<file path="src/rtl/posit_dot_sequencer_if.sv">
// Bundle of handshake and MAC-facing signals between the dot-product sequencer and its environment.
// The sequencer uses the slave view; the driver/MAC side uses the master view.
interface posit_dot_sequencer_if #(
    parameter int LEN_W = 8
);
    logic             start;
    logic [LEN_W-1:0] vec_len;
    logic             issue_en;

    logic             in_valid;
    logic             in_ready;
    logic [7:0]       in_a;
    logic [7:0]       in_b;

    logic [7:0]       mac_a;
    logic [7:0]       mac_b;
    logic [7:0]       mac_c;
    logic [7:0]       mac_res;

    logic             busy;
    logic [LEN_W-1:0] done_cnt;

    logic             out_valid;
    logic             out_ready;
    logic [7:0]       out_data;
    logic             out_nar;

    modport master (
        output start, vec_len, issue_en, in_valid, in_a, in_b, mac_res, out_ready,
        input  in_ready, mac_a, mac_b, mac_c, busy, done_cnt, out_valid, out_data, out_nar
    );

    modport slave (
        input  start, vec_len, issue_en, in_valid, in_a, in_b, mac_res, out_ready,
        output in_ready, mac_a, mac_b, mac_c, busy, done_cnt, out_valid, out_data, out_nar
    );
endinterface

</file>
<file path="src/rtl/posit_dot_sequencer.sv">
// Operand FIFO, issue control and accumulator for an external combinational 8-bit posit MAC.
// Streams a programmed number of A/B pairs through the MAC and returns the dot product on a valid/ready port.
module posit_dot_sequencer #(
    parameter int DEPTH = 4,
    parameter int LEN_W = 8
) (
    input  logic                 clk,
    input  logic                 rst,
    posit_dot_sequencer_if.slave bus
);
    localparam int              PTR_W    = $clog2(DEPTH);
    localparam logic [PTR_W:0]  FULL_CNT = (PTR_W + 1)'(DEPTH);

    typedef enum logic [1:0] {
        IDLE   = 2'd0,
        RUN    = 2'd1,
        RESULT = 2'd2
    } state_t;

    state_t           state_reg;
    state_t           state_next;

    logic [7:0]       mem_a [DEPTH];
    logic [7:0]       mem_b [DEPTH];
    logic [DEPTH-1:0] slot_we;

    logic [PTR_W-1:0] wr_ptr_reg;
    logic [PTR_W-1:0] rd_ptr_reg;
    logic [PTR_W:0]   count_reg;
    logic [7:0]       acc_reg;
    logic [LEN_W-1:0] done_reg;
    logic [LEN_W-1:0] accepted_reg;
    logic [LEN_W-1:0] length_reg;

    logic             full;
    logic             empty;
    logic             space_left;
    logic             in_ready;
    logic             issue;
    logic             push;
    logic             out_valid;
    logic             busy;
    logic             start_accept;

    assign full         = (count_reg == FULL_CNT);
    assign empty        = (count_reg == '0);
    assign space_left   = (accepted_reg < length_reg);
    assign push         = in_ready && bus.in_valid;
    assign start_accept = (state_reg == IDLE) && bus.start;

    always_ff @(posedge clk or posedge rst) begin
        if (rst) begin
            state_reg <= IDLE;
        end else begin
            state_reg <= state_next;
        end
    end

    // in_ready depends on registered state only, so no path exists from in_valid/issue_en/out_ready.
    always_comb begin
        state_next = state_reg;
        in_ready   = 1'b0;
        issue      = 1'b0;
        out_valid  = 1'b0;
        busy       = 1'b1;
        case (state_reg)
            IDLE: begin
                busy = 1'b0;
                if (bus.start) begin
                    state_next = (bus.vec_len == '0) ? RESULT : RUN;
                end
            end
            RUN: begin
                in_ready = !full && space_left;
                issue    = bus.issue_en && !empty;
                if (issue && ((done_reg + LEN_W'(1)) == length_reg)) begin
                    state_next = RESULT;
                end
            end
            RESULT: begin
                out_valid = 1'b1;
                if (bus.out_ready) begin
                    state_next = IDLE;
                end
            end
            default: begin
                state_next = IDLE;
            end
        endcase
    end

    genvar gi;
    generate
        for (gi = 0; gi < DEPTH; gi++) begin : g_slot_we
            assign slot_we[gi] = push && (wr_ptr_reg == PTR_W'(gi));
        end
    endgenerate

    // Pair storage carries no reset: occupancy and pointers alone define which slots are live.
    always_ff @(posedge clk) begin
        for (int i = 0; i < DEPTH; i++) begin
            if (slot_we[i]) begin
                mem_a[i] <= bus.in_a;
                mem_b[i] <= bus.in_b;
            end
        end
    end

    always_ff @(posedge clk or posedge rst) begin
        if (rst) begin
            wr_ptr_reg   <= '0;
            rd_ptr_reg   <= '0;
            count_reg    <= '0;
            acc_reg      <= 8'h00;
            done_reg     <= '0;
            accepted_reg <= '0;
            length_reg   <= '0;
        end else if (start_accept) begin
            wr_ptr_reg   <= '0;
            rd_ptr_reg   <= '0;
            count_reg    <= '0;
            acc_reg      <= 8'h00;
            done_reg     <= '0;
            accepted_reg <= '0;
            length_reg   <= bus.vec_len;
        end else begin
            if (push) begin
                wr_ptr_reg   <= wr_ptr_reg + PTR_W'(1);
                accepted_reg <= accepted_reg + LEN_W'(1);
            end
            if (issue) begin
                rd_ptr_reg <= rd_ptr_reg + PTR_W'(1);
                acc_reg    <= bus.mac_res;
                done_reg   <= done_reg + LEN_W'(1);
            end
            if (push && !issue) begin
                count_reg <= count_reg + (PTR_W + 1)'(1);
            end else if (!push && issue) begin
                count_reg <= count_reg - (PTR_W + 1)'(1);
            end
        end
    end

    // Idle MAC slots see 0*0+acc, so the MAC output never disturbs the held sum.
    assign bus.mac_a     = issue ? mem_a[rd_ptr_reg] : 8'h00;
    assign bus.mac_b     = issue ? mem_b[rd_ptr_reg] : 8'h00;
    assign bus.mac_c     = acc_reg;
    assign bus.in_ready  = in_ready;
    assign bus.busy      = busy;
    assign bus.done_cnt  = done_reg;
    assign bus.out_valid = out_valid;
    assign bus.out_data  = out_valid ? acc_reg : 8'h00;
    assign bus.out_nar   = out_valid && (acc_reg == 8'h80);
endmodule

</file>
<file path="src/flat_wrapper.sv">
// flat-port wrapper written by rule: the top's interface ports become plain ports
module posit_dot_sequencer_flat 
#(
    parameter int DEPTH = 4,
    parameter int LEN_W = 8
)
  (clk, rst, bus_start, bus_vec_len, bus_issue_en, bus_in_valid, bus_in_a, bus_in_b, bus_mac_res, bus_out_ready, bus_in_ready, bus_mac_a, bus_mac_b, bus_mac_c, bus_busy, bus_done_cnt, bus_out_valid, bus_out_data, bus_out_nar);
  posit_dot_sequencer_if #(.LEN_W(LEN_W)) bus_i ();
  input  logic clk;
  input  logic rst;
  input wire logic [$bits(bus_i.start)-1:0] bus_start;
  input wire logic [$bits(bus_i.vec_len)-1:0] bus_vec_len;
  input wire logic [$bits(bus_i.issue_en)-1:0] bus_issue_en;
  input wire logic [$bits(bus_i.in_valid)-1:0] bus_in_valid;
  input wire logic [$bits(bus_i.in_a)-1:0] bus_in_a;
  input wire logic [$bits(bus_i.in_b)-1:0] bus_in_b;
  input wire logic [$bits(bus_i.mac_res)-1:0] bus_mac_res;
  input wire logic [$bits(bus_i.out_ready)-1:0] bus_out_ready;
  output wire logic [$bits(bus_i.in_ready)-1:0] bus_in_ready;
  output wire logic [$bits(bus_i.mac_a)-1:0] bus_mac_a;
  output wire logic [$bits(bus_i.mac_b)-1:0] bus_mac_b;
  output wire logic [$bits(bus_i.mac_c)-1:0] bus_mac_c;
  output wire logic [$bits(bus_i.busy)-1:0] bus_busy;
  output wire logic [$bits(bus_i.done_cnt)-1:0] bus_done_cnt;
  output wire logic [$bits(bus_i.out_valid)-1:0] bus_out_valid;
  output wire logic [$bits(bus_i.out_data)-1:0] bus_out_data;
  output wire logic [$bits(bus_i.out_nar)-1:0] bus_out_nar;
  assign bus_i.start = bus_start;
  assign bus_i.vec_len = bus_vec_len;
  assign bus_i.issue_en = bus_issue_en;
  assign bus_i.in_valid = bus_in_valid;
  assign bus_i.in_a = bus_in_a;
  assign bus_i.in_b = bus_in_b;
  assign bus_i.mac_res = bus_mac_res;
  assign bus_i.out_ready = bus_out_ready;
  assign bus_in_ready = bus_i.in_ready;
  assign bus_mac_a = bus_i.mac_a;
  assign bus_mac_b = bus_i.mac_b;
  assign bus_mac_c = bus_i.mac_c;
  assign bus_busy = bus_i.busy;
  assign bus_done_cnt = bus_i.done_cnt;
  assign bus_out_valid = bus_i.out_valid;
  assign bus_out_data = bus_i.out_data;
  assign bus_out_nar = bus_i.out_nar;
  posit_dot_sequencer #(.DEPTH(DEPTH), .LEN_W(LEN_W)) u_core (.clk(clk), .rst(rst), .bus(bus_i));
endmodule
</file>
<file path="config.mk">
export PLATFORM = sky130hd
export DESIGN_NAME = posit_dot_sequencer_flat
export DESIGN_NICKNAME = d
export VERILOG_FILES = /design/src/rtl/posit_dot_sequencer_if.sv /design/src/rtl/posit_dot_sequencer.sv /design/src/flat_wrapper.sv
export SDC_FILE = /design/constraint.sdc
export NUM_CORES = 1
export LEC_CHECK = 0
export ABC_AREA = 1
export BUFFER_PORTS_ARGS = -buffer_cell sky130_fd_sc_hd__buf_4
export CORE_ASPECT_RATIO = 0.8
export CORE_MARGIN = 2
export CORE_UTILIZATION = 45
export CTS_BUF_LIST = sky130_fd_sc_hd__clkbuf_16
export CTS_CLUSTER_SIZE = 24
export DETAILED_ROUTE_END_ITERATION = 8
export PLACE_DENSITY = 0.66
export SETUP_SLACK_MARGIN = 0.02
export SYNTH_ARGS = -nofsm -noshare
export SYNTH_HDL_FRONTEND = slang
export SYNTH_SLANG_ARGS = --single-unit
</file>
<file path="constraint.sdc">
create_clock -name clk -period 2.8 [get_ports clk]
set_input_delay 0.56 -clock clk [delete_from_list [all_inputs] [get_ports clk]]
set_output_delay 0.56 -clock clk [all_outputs]
set_load 0.02 [all_outputs]
</file>
==> results.json <==
{
  "status": "completed",
  "r2r_cells": 17,
  "synth_top_family_by_area": "simple AND/OR/NAND/NOR gates",
  "synth_area_leaders": "edfxtp_1 39%, dfrtp_1 21%, nor2_1 6.7%",
  "setup_ws_ns": 0.2512,
  "seq_area_um2": 2948,
  "period_share_pct": 91.03,
  "wl_per_cell_um": 14.58,
  "gp_congestion": 0.8163,
  "synthArstFlopShare_pct": 39.05,
  "ys_types": 32,
  "yosysTopAreaCell": "edfxtp_1",
  "synth_common_cells": "89 x nor2_1, 72 x nand2_1, 64 x edfxtp_1",
  "antenna_found_initial": 0,
  "setup_viol": 0,
  "reg2reg_from": "u_core.length_reg[1]$_DFFE_PP0P_",
  "fill_cells": 976,
  "grt_pass1_wl_um": 18070,
  "synth_top_area_share_pct": 38.61,
  "fmax_mhz": 392.3,
  "top_regs": "u_core.mem_a (32), u_core.mem_b (32)",
  "ys_seq_area_share_pct": 59.23,
  "dpl_worst_slack_ns": 0.2825,
  "worstPathRequired_ns": 2.24,
  "grt_overflow_total": 0,
  "root_buffer": "clkbuf_16",
  "post_route_cells_drive_above_1_share_pct": 19.41,
  "dr.pass1.iters": 4,
  "worst_pin_slew_ns": 0.6052,
  "grt_pass1_vias": 3736,
  "clock-sinks": 105,
  "grt_max_degree": 42,
  "synth_area_per_cell_um2": 9.609,
  "postCtsHoldBufs": 0,
  "drc": 0,
  "rsz0062_at_grt": "false",
  "finalWirelength_um": 10970,
  "die_area_um2": 11920,
  "timing.rr.end": "u_core.count_reg[2]$_DFFE_PP0P_",
  "end_kind": "output port",
  "vias": 3766,
  "cts_made_buffers": 9,
  "synth_mux_area_share_pct": 0,
  "hold_path_class": "in2async",
  "cts_setup_buffers": 0,
  "multi_input_area_um2": 1718,
  "drv_cap": 0,
  "die_h_um": 98.07,
  "start_kind": "flip-flop",
  "finalHoldViolCount": 0,
  "path_class": "reg2out",
  "antenna_cells": 0,
  "drtIter0Drc": 267,
  "r2r_slack_ns": 0.29,
  "cts_tree": "yes",
  "portBuffers": 81,
  "syn_nets": 571,
  "synth-xor-area-share_pct": 1.408,
  "routed_via_density": 5.008,
  "initial_core_util_pct": 46.06,
  "ctsResizeCount": 0,
  "area_growth_pct": 21.62,
  "cts_max_path_buffers": 2,
  "final_nets": 656,
  "die_width_um": 121.6,
  "power.leakage_uw": 0.002700,
  "slew_headroom_pct": 59.41,
  "ctsHtreeMaxLevel": 3,
  "finalWorstPathRequiredPeriod_ns": 2.549,
  "dp_hpwl_um": 7435,
  "synth.cell_area_um2": 4977,
  "post-synth-top-count-cell": "nor2_1",
  "fp-row-count": 34,
  "yosysWarnings": 0,
  "path_max_fanout": 18,
  "ant_nets": 0,
  "tns_ns": 0,
  "ios": 82,
  "ir_worst_vdd_mv": 0.3937,
  "synth_ff_type": "edfxtp_1",
  "path_clk_slew_ns": 0.07,
  "synthCells": 518,
  "ys_ff_latch": 105,
  "cp.arrival_ns": 1.99,
  "yosys.area_share.simple_pct": 19.66,
  "synth_compound_area_share_pct": 9.527,
  "grt.total_usage_pct": 19.47,
  "totalPowerFinal_uw": 5481,
  "slew_viol_final": 0,
  "worst_clock_skew_ns": 0.006885,
  "clk-insertion-delay-late_ns": 0.35,
  "synth_edf_count": 64,
  "core_area_um2": 10810,
  "synthAdderAreaFrac_pct": 3.922,
  "power.density_nw_per_um2": 905.5
}
[where the power goes]
part	internal (uW)	switching, uW	leakage [uW]
registers	1940	165	0.00112
logic	752	1400	0.00144
clock network	685	537	0.000146
total	3380	2100	0.00270
[metrics by stage]
step	area, um2	hold WS (ns)	std cells	util [%]
after floorplan	4977	0.5004	518	-
after global placement	5766	0.5170	736	53.36
after detailed placement	5766	0.5289	736	53.36
after CTS	6053	0.3610	752	56.02
after global routing	6053	0.3895	752	56.02
final	6053	0.3364	752	56.02
[area by class of cell]
class | instances | area share [%]
clock buffers | 9 | 3.721
clock inverters | 7 | 1.033
inverters | 59 | 3.659
multi-input cells | 335 | 28.38
flip-flops and latches | 105 | 48.70
well taps | 144 | 2.976
repair buffers | 93 | 11.53
[worst max-delay path by stage]
stage / startpoint / end / slack (ns) / cells past startpoint
global route: u_core.rd_ptr_reg[1]$_DFFE_PP0P_ / bus_mac_a[7] / 0.09 / 5
floorplan: u_core.length_reg[7]$_DFFE_PP0P_ / u_core.mem_a[0][0]$_DFFE_PP_ / 0.31 / 6
global placement: u_core.accepted_reg[1]$_DFFE_PP0P_ / u_core.count_reg[2]$_DFFE_PP0P_ / 0.37 / 16
detailed placement: u_core.length_reg[1]$_DFFE_PP0P_ / u_core.count_reg[2]$_DFFE_PP0P_ / 0.28 / 17
finish: u_core.rd_ptr_reg[1]$_DFFE_PP0P_ / bus_mac_a[7] / 0.25 / 5
CTS: u_core.rd_ptr_reg[1]$_DFFE_PP0P_ / bus_mac_a[7] / 0.22 / 5
[kinds of logic (layout without fill, tap and decap cells)]
logic type                 after synthesis  count (layout)
and+or+nand+nor                        224             224
DFF                                    105             105
xor gates and xnor gates                 8               8
buffers and inverters                   78             168
AOI/OAI and AO/OA                       88              88
adders and majority gates               15              15
[routing by layer]
layer,vias to the layer above,global-route usage [%],wire length [um]
met5,-,0,0
met1,1770,26.05,5001
met3,9,3.914,589
li1,1894,-,-
met2,93,31.89,5236
met4,0,6.631,138
[layout by cell type (no fill, tap or decap), types with 9 or more instances in the layout]
master	count
o21ai_0	56
nor2_1	89
nand2_1	72
clkbuf_16	9
buf_4	93
edfxtp_1	64
dfrtp_1	41
ha_1	14
inv_1	56
nand3_1	47
a21oi_1	22
[worst max-delay path, cell delays in order (launching register included)]
cell and delay [ns]:
dfrtp_1 0.35, clkinv_1 0.49, nor2_1 0.27, o21ai_0 0.12
a21oi_1 0.23, buf_4 0.18
Power figures use the tool's default switching activity.
